**src/rtl/gf1543_mul_prefold.sv**
```systemverilog
// gf1543_mul_prefold
// Two-stage modular-multiply front end for GF(1543). Stage S1 forms the full
// 22-bit product of two 11-bit operands; stage S2 folds it into a congruent
// 21-bit value that fits the downstream Barrett reducer input. Out-of-range
// operand pairs are flagged, zeroed and counted. Valid/ready handshake on both
// sides with a combinational ready path, so a full pipeline accepts and emits
// in the same cycle.

module gf1543_mul_prefold #(
   parameter int Q     = 1543,
   parameter int W     = 11,
   parameter int PW    = 21,
   parameter int TAG_W = 4,
   parameter int FOLD  = 1580032
) (
   input  logic             clk,
   input  logic             rst,
   input  logic             in_valid,
   output logic             in_ready,
   input  logic [W-1:0]     in_a,
   input  logic [W-1:0]     in_b,
   input  logic [TAG_W-1:0] in_tag,
   output logic             out_valid,
   input  logic             out_ready,
   output logic [PW-1:0]    out_prod,
   output logic [TAG_W-1:0] out_tag,
   output logic             out_err,
   output logic [7:0]       err_cnt,
   output logic             busy
);

   // Full product width; one bit wider than the reducer input.
   localparam int PPW = 2 * W;

   localparam logic [W-1:0]   Q_W    = W'(Q);
   localparam logic [PPW-1:0] FOLD_P = PPW'(FOLD);

   // Fold a full product into PW bits. FOLD is Q<<10, so subtracting it keeps
   // the residue mod Q. Any product with the top bit set exceeds FOLD, so the
   // subtraction never wraps, and the largest legal product lands well below
   // 2^PW.
   function automatic logic [PW-1:0] fold_prod(input logic [PPW-1:0] p);
      logic [PPW-1:0] d;
      if (p[PPW-1]) begin
         d = p - FOLD_P;
      end else begin
         d = p;
      end
      return d[PW-1:0];
   endfunction

   // Stage S1 state
   logic             r_s1_v;
   logic [PPW-1:0]   r_s1_p;
   logic [TAG_W-1:0] r_s1_tag;
   logic             r_s1_err;

   // Stage S2 state (drives the outputs directly)
   logic             r_s2_v;
   logic [PW-1:0]    r_s2_prod;
   logic [TAG_W-1:0] r_s2_tag;
   logic             r_s2_err;

   logic [7:0]       r_err_cnt;

   // Handshake and datapath wires
   logic             w_s2_adv;
   logic             w_s1_adv;
   logic             w_accept;
   logic             w_in_err;
   logic [PPW-1:0]   w_prod;
   logic [PPW-1:0]   w_s1_p_next;

   // Stall logic: a stage advances when it is empty or its consumer advances.
   always_comb begin
      w_s2_adv = !r_s2_v || out_ready;
      w_s1_adv = !r_s1_v || w_s2_adv;
      w_accept = in_valid && w_s1_adv;
   end

   // Operand range check and product; an out-of-range pair yields a zero product.
   always_comb begin
      w_in_err = (in_a >= Q_W) || (in_b >= Q_W);
      w_prod   = {{W{1'b0}}, in_a} * {{W{1'b0}}, in_b};
      if (w_in_err) begin
         w_s1_p_next = {PPW{1'b0}};
      end else begin
         w_s1_p_next = w_prod;
      end
   end

   // S1 register: load a new pair on accept, otherwise hold or empty.
   always_ff @(posedge clk or posedge rst) begin
      if (rst) begin
         r_s1_v   <= 1'b0;
         r_s1_p   <= {PPW{1'b0}};
         r_s1_tag <= {TAG_W{1'b0}};
         r_s1_err <= 1'b0;
      end else if (w_s1_adv) begin
         r_s1_v <= in_valid;
         if (in_valid) begin
            r_s1_p   <= w_s1_p_next;
            r_s1_tag <= in_tag;
            r_s1_err <= w_in_err;
         end else begin
            r_s1_p   <= r_s1_p;
            r_s1_tag <= r_s1_tag;
            r_s1_err <= r_s1_err;
         end
      end else begin
         r_s1_v   <= r_s1_v;
         r_s1_p   <= r_s1_p;
         r_s1_tag <= r_s1_tag;
         r_s1_err <= r_s1_err;
      end
   end

   // S2 register: take the folded S1 product when S2 can advance; hold while stalled.
   always_ff @(posedge clk or posedge rst) begin
      if (rst) begin
         r_s2_v    <= 1'b0;
         r_s2_prod <= {PW{1'b0}};
         r_s2_tag  <= {TAG_W{1'b0}};
         r_s2_err  <= 1'b0;
      end else if (w_s2_adv) begin
         r_s2_v <= r_s1_v;
         if (r_s1_v) begin
            r_s2_prod <= fold_prod(r_s1_p);
            r_s2_tag  <= r_s1_tag;
            r_s2_err  <= r_s1_err;
         end else begin
            r_s2_prod <= r_s2_prod;
            r_s2_tag  <= r_s2_tag;
            r_s2_err  <= r_s2_err;
         end
      end else begin
         r_s2_v    <= r_s2_v;
         r_s2_prod <= r_s2_prod;
         r_s2_tag  <= r_s2_tag;
         r_s2_err  <= r_s2_err;
      end
   end

   // Saturating count of accepted out-of-range pairs.
   always_ff @(posedge clk or posedge rst) begin
      if (rst) begin
         r_err_cnt <= 8'd0;
      end else if (w_accept && w_in_err && (r_err_cnt != 8'hFF)) begin
         r_err_cnt <= r_err_cnt + 8'd1;
      end else begin
         r_err_cnt <= r_err_cnt;
      end
   end

   // Output mapping: data outputs come straight from registers.
   always_comb begin
      in_ready  = w_s1_adv;
      out_valid = r_s2_v;
      out_prod  = r_s2_prod;
      out_tag   = r_s2_tag;
      out_err   = r_s2_err;
      err_cnt   = r_err_cnt;
      busy      = r_s1_v || r_s2_v;
   end

endmodule

```
**config.mk**
```make
export PLATFORM = sky130hd
export DESIGN_NAME = gf1543_mul_prefold
export DESIGN_NICKNAME = d
export VERILOG_FILES = /design/src/rtl/gf1543_mul_prefold.sv
export SDC_FILE = /design/constraint.sdc
export NUM_CORES = 1
export LEC_CHECK = 0
export CORE_ASPECT_RATIO = 0.75
export CORE_MARGIN = 1.5
export CORE_UTILIZATION = 45
export CTS_BUF_LIST = sky130_fd_sc_hd__clkbuf_2 sky130_fd_sc_hd__clkbuf_4 sky130_fd_sc_hd__clkbuf_8
export DETAILED_ROUTE_END_ITERATION = 7
export PLACE_DENSITY = 0.68
export SLEW_MARGIN = 25
export SYNTH_ARGS = -nofsm -noshare
export SYNTH_HDL_FRONTEND = slang
export SYNTH_SLANG_ARGS = --single-unit
```
**constraint.sdc**
```tcl
create_clock -name clk -period 1.93 [get_ports clk]
set_clock_uncertainty 0.05 [all_clocks]
set_input_delay 0.4825 -clock clk [delete_from_list [all_inputs] [get_ports clk]]
set_output_delay 0.4825 -clock clk [all_outputs]
set_load 0.005 [all_outputs]
```
==> summary.txt <==
Synthesis
  • Main flop type after synthesis: dfrtp_1
  • Yosys cell types: 45
  • Syn avg cell area: 9.493 um2
  • Synth Net Count: 875
  • Synth area leaders: fa_1, dfrtp_1, ha_1
  • Yosys top cell area share: 0.2400
  • Mapped Area: 0.006674 mm2
  • Synth Instances: 703
  • YS warnings: 0
  • Synth Register Bits: 63
  • Post-synthesis sequential area ratio: 0.2362
  • Leading area contributor after synthesis: fa_1
  • Post-synth EDFFs: 0
  • Share of flip-flops with an asynchronous set or reset: 1.000

Floorplanning
  • # rows: 38
  • I/O pins: 67
  • Die Span X: 143.6 um
  • Die Ht: 108.5 um
  • Die area: 0.01558 mm2
  • Initial core utilization: 0.4617
  • Core Footprint: 0.01445 mm2

Timing
  • Period utilization: 2.449
  • Worst-Margin Slew: 0.4069 ns
  • Max-slew headroom: 0.7282
  • Fin. Hold Viols: 0
  • Setup TNS: -43.95 ns
  • Max-slew violations: 0
  • Final setup viols: 25
  • Setup ws final: -2.797 ns
  • Hold_ws: 0.4229 ns
  • Tmin final: 4.727 ns
  • Max Freq: 0.2115 GHz
  • RSZ-0062 raised after global routing: true

Layout
  • Layout area overhead: 44.53%
  • Multi-input logic area: 0.005226 mm2
  • Final Cell Area: 0.009646 mm2
  • Fillers: 1,137
  • FF/Latch Area: 0.001577 mm2
  • Nets: 1,063
  • Share of layout cells above drive strength 1: 0.3654
  • Final Non-Filler Cells: 1,095
  • N_diodes: 0

Placement
  • Area after DPL: 0.008514 mm2
  • Placed Cells: 1,032
  • Gpl congestion: 0.8935
  • Pre-CTS setup slack: -3.661 ns
  • Number of I/O port buffers: 66
  • Hpwl dp: 12,760 um

Pwr
  • Part of the power in registers: 0.150
  • Comb pwr share: 0.759
  • Worst IR drop on VDD: 1.043 mV
  • PwrDens: 1420 mW/mm2
  • Psw: 5.462 mW
  • Sw frac: 0.3988
  • Lkg Pwr: 4.660 nW
  • Int Pwr: 8.233 mW
  • Clock power frac: 0.091

Run status
  • Violated checks: setup timing
  • Status: finished with violations

Critical path
  • Worst Setup Path Type: in -> reg
  • CP Data Required Time: 2.11 ns
  • Worst flop-to-flop path endpoint: err_cnt[4]
  • Worst r2r src: err_cnt[4]
  • Reg2Reg Setup Slack: 0.05 ns
  • CP Launch Type: input port
  • CP Launch Point: in_b[3]
  • Worst Reg-to-Reg Cells: 6
  • Largest fanout on the critical path: 6
  • Crit path DAT: 4.90 ns
  • Critical Path Sink Type: flop

CTS
  • Clk_lat worst skew: 0.34 ns
  • Clk slew on worst S/H paths: 0.06 ns
  • Hold buffers post-CTS: 0
  • TritonCTS Buffers: 9
  • CTS H-tree lvls: 3
  • Clock Tree Buf Depth: 2
  • Clock sink count: 63
  • Root buffer cell: clkbuf_8
  • CTS tree: done

Global route
  • Initial antenna violation count: 0
  • Vias in the first global route: 5,886
  • First-pass GRT wire length: 28,520 um
  • Global route total overflow: 0
  • Total GRT Usage: 0.2344
  • Largest net degree at the start of global routing: 34

Detailed routing
  • DR vias/cell: 4.976
  • Antenna-violating nets left: 0
  • DRC: 0
  • Routed WL: 16,660 um
  • Wire per inst: 15.22 um
  • Iter 0 DRT Violations: 257
  • Vias: 5,449
  • Router iterations before antenna repair: 4

Job
  • MaxCap Viol Count: 0

Min path
  • Worst hold start: r_s1_p[1]
  • Worst Hold Path EP: r_s1_p[1]
  • WHS Path Cells: 2
  • Hold crit path type: reg -> reg
[power groups by stage]
| stage | sequential (mW) | combinational (mW) | clock, mW |
|---|---|---|---|
| floorplan | 2.04 | 5.65 | 0 |
| global placement | 2.04 | 8.64 | 0 |
| detailed placement | 2.06 | 8.83 | 0 |
| CTS | 2.04 | 9.92 | 1.28 |
| global route | 2.11 | 11.5 | 1.34 |
| finish | 2.05 | 10.4 | 1.25 |
[synth_stat cells, drive strengths merged (2+ instances only)]
| library cell | instances |
|---|---|
| o21a | 3 |
| nand2 | 114 |
| and4 | 2 |
| o21bai | 2 |
| o21ai | 18 |
| nand2b | 3 |
| and2 | 69 |
| o211a | 2 |
| nand3 | 16 |
| and3 | 5 |
| fa | 80 |
| a21o | 7 |
| or2 | 2 |
| ha | 62 |
| dfrtp | 63 |
| a21oi | 14 |
| nor2 | 11 |
| mux2 | 16 |
| nor4 | 3 |
| xor2 | 10 |
| a2111oi | 2 |
| clkbuf | 32 |
| nor3 | 3 |
| xnor2 | 24 |
| nand3b | 2 |
| inv | 109 |
| a31oi | 3 |
| a22o | 9 |
| nand4 | 4 |
[area by class of cell]
cell class,count,area share
inverters,109,0.04281
multi-input cells,498,0.5418
clock inverters,4,0.007264
well taps,200,0.02594
repair buffers,210,0.2037
clock buffers,11,0.01505
flip-flops and latches,63,0.1634
[flip-flops by register name, indices dropped and copies added, names as in the netlist]
name	count
err_cnt	8
out_valid	1
r_s1_p	22
out_err	1
r_s1_err	1
r_s1_tag	4
r_s1_v	1
out_tag	4
out_prod	21
[cells in the final DEF, fill, tap and decap left out, types with 7 or more instances in the layout]
cell type / n
xor2_1: 9
nand2_2: 18
a22o_1: 9
buf_8: 7
clkdlybuf4s50_1: 42
fa_2: 9
and2_4: 15
buf_6: 35
nand3_1: 13
fa_1: 71
mux2_2: 15
inv_2: 21
nand2_1: 91
o21ai_0: 12
a21oi_1: 7
ha_4: 21
inv_1: 87
dfrtp_1: 63
clkbuf_8: 10
xnor2_1: 20
and2_1: 54
ha_1: 41
buf_12: 9
buf_4: 101
nor2_1: 9
[worst max-delay path, cell delays in order]
cell and delay [ns]:
buf_6 0.07, buf_8 0.11, buf_6 0.10, nand2_2 0.04, fa_1 0.49, inv_2 0.04, fa_1 0.47, fa_1 0.50
fa_1 0.50, inv_1 0.05, fa_1 0.49, inv_2 0.05, ha_4 0.22, a21oi_2 0.15, nor2_2 0.07, a2111oi_4 0.35
o31ai_4 0.17, a31oi_1 0.23, xnor2_1 0.10, a22o_1 0.20
[layer usage]
| metal | wire length, um | vias up | GRT usage |
|---|---|---|---|
| met5 | 0 | - | 0 |
| met4 | 115 | 0 | 0.03717 |
| met3 | 745 | 10 | 0.04473 |
| li1 | - | 2589 | - |
| met1 | 7607 | 2751 | 0.3191 |
| met2 | 8192 | 99 | 0.3963 |
[stage by stage]
stage	total power, mW	utilization
2_1_floorplan	7.690	-
3_3_place_gp	10.67	0.5891
6_report	13.69	0.6673
4_1_cts	13.24	0.6475
3_5_place_dp	10.90	0.5891
5_1_grt	14.94	0.6673
[cell families (layout without fill, tap and decap cells)]
group,after synthesis,after routing,share of synthesized area
and+or+nand+nor,236,236,0.1725
muxes,17,17,0.02850
xor gates and xnor gates,34,34,0.04462
buffers and inverters,142,334,0.08005
adders and majority gates,142,142,0.3562
DFF,63,63,0.2362
AOI/OAI and AO/OA,69,69,0.08193
[worst max-delay path by stage]
stage | endpoint | slack [ns] | depth (start not counted)
after detailed placement | r_s1_p[17] | -3.66 | 18
after global placement | r_s1_p[17] | -3.58 | 18
after global routing | r_s1_p[17] | -2.95 | 19
after CTS | r_s1_p[19] | -3.00 | 19
final | r_s1_p[17] | -2.80 | 20
after floorplan | r_s1_p[17] | -2.80 | 17
[timing repair]
item / in CTS / in global routing
endpoints found under the hold margin: 0 / 0
endpoints found under the setup margin: 33 / 33
gates resized for setup: 158 / 80
buffers inserted: 45 / 12
pin swaps: 98 / 75
Note: power is estimated with default switching activity, not from simulation.
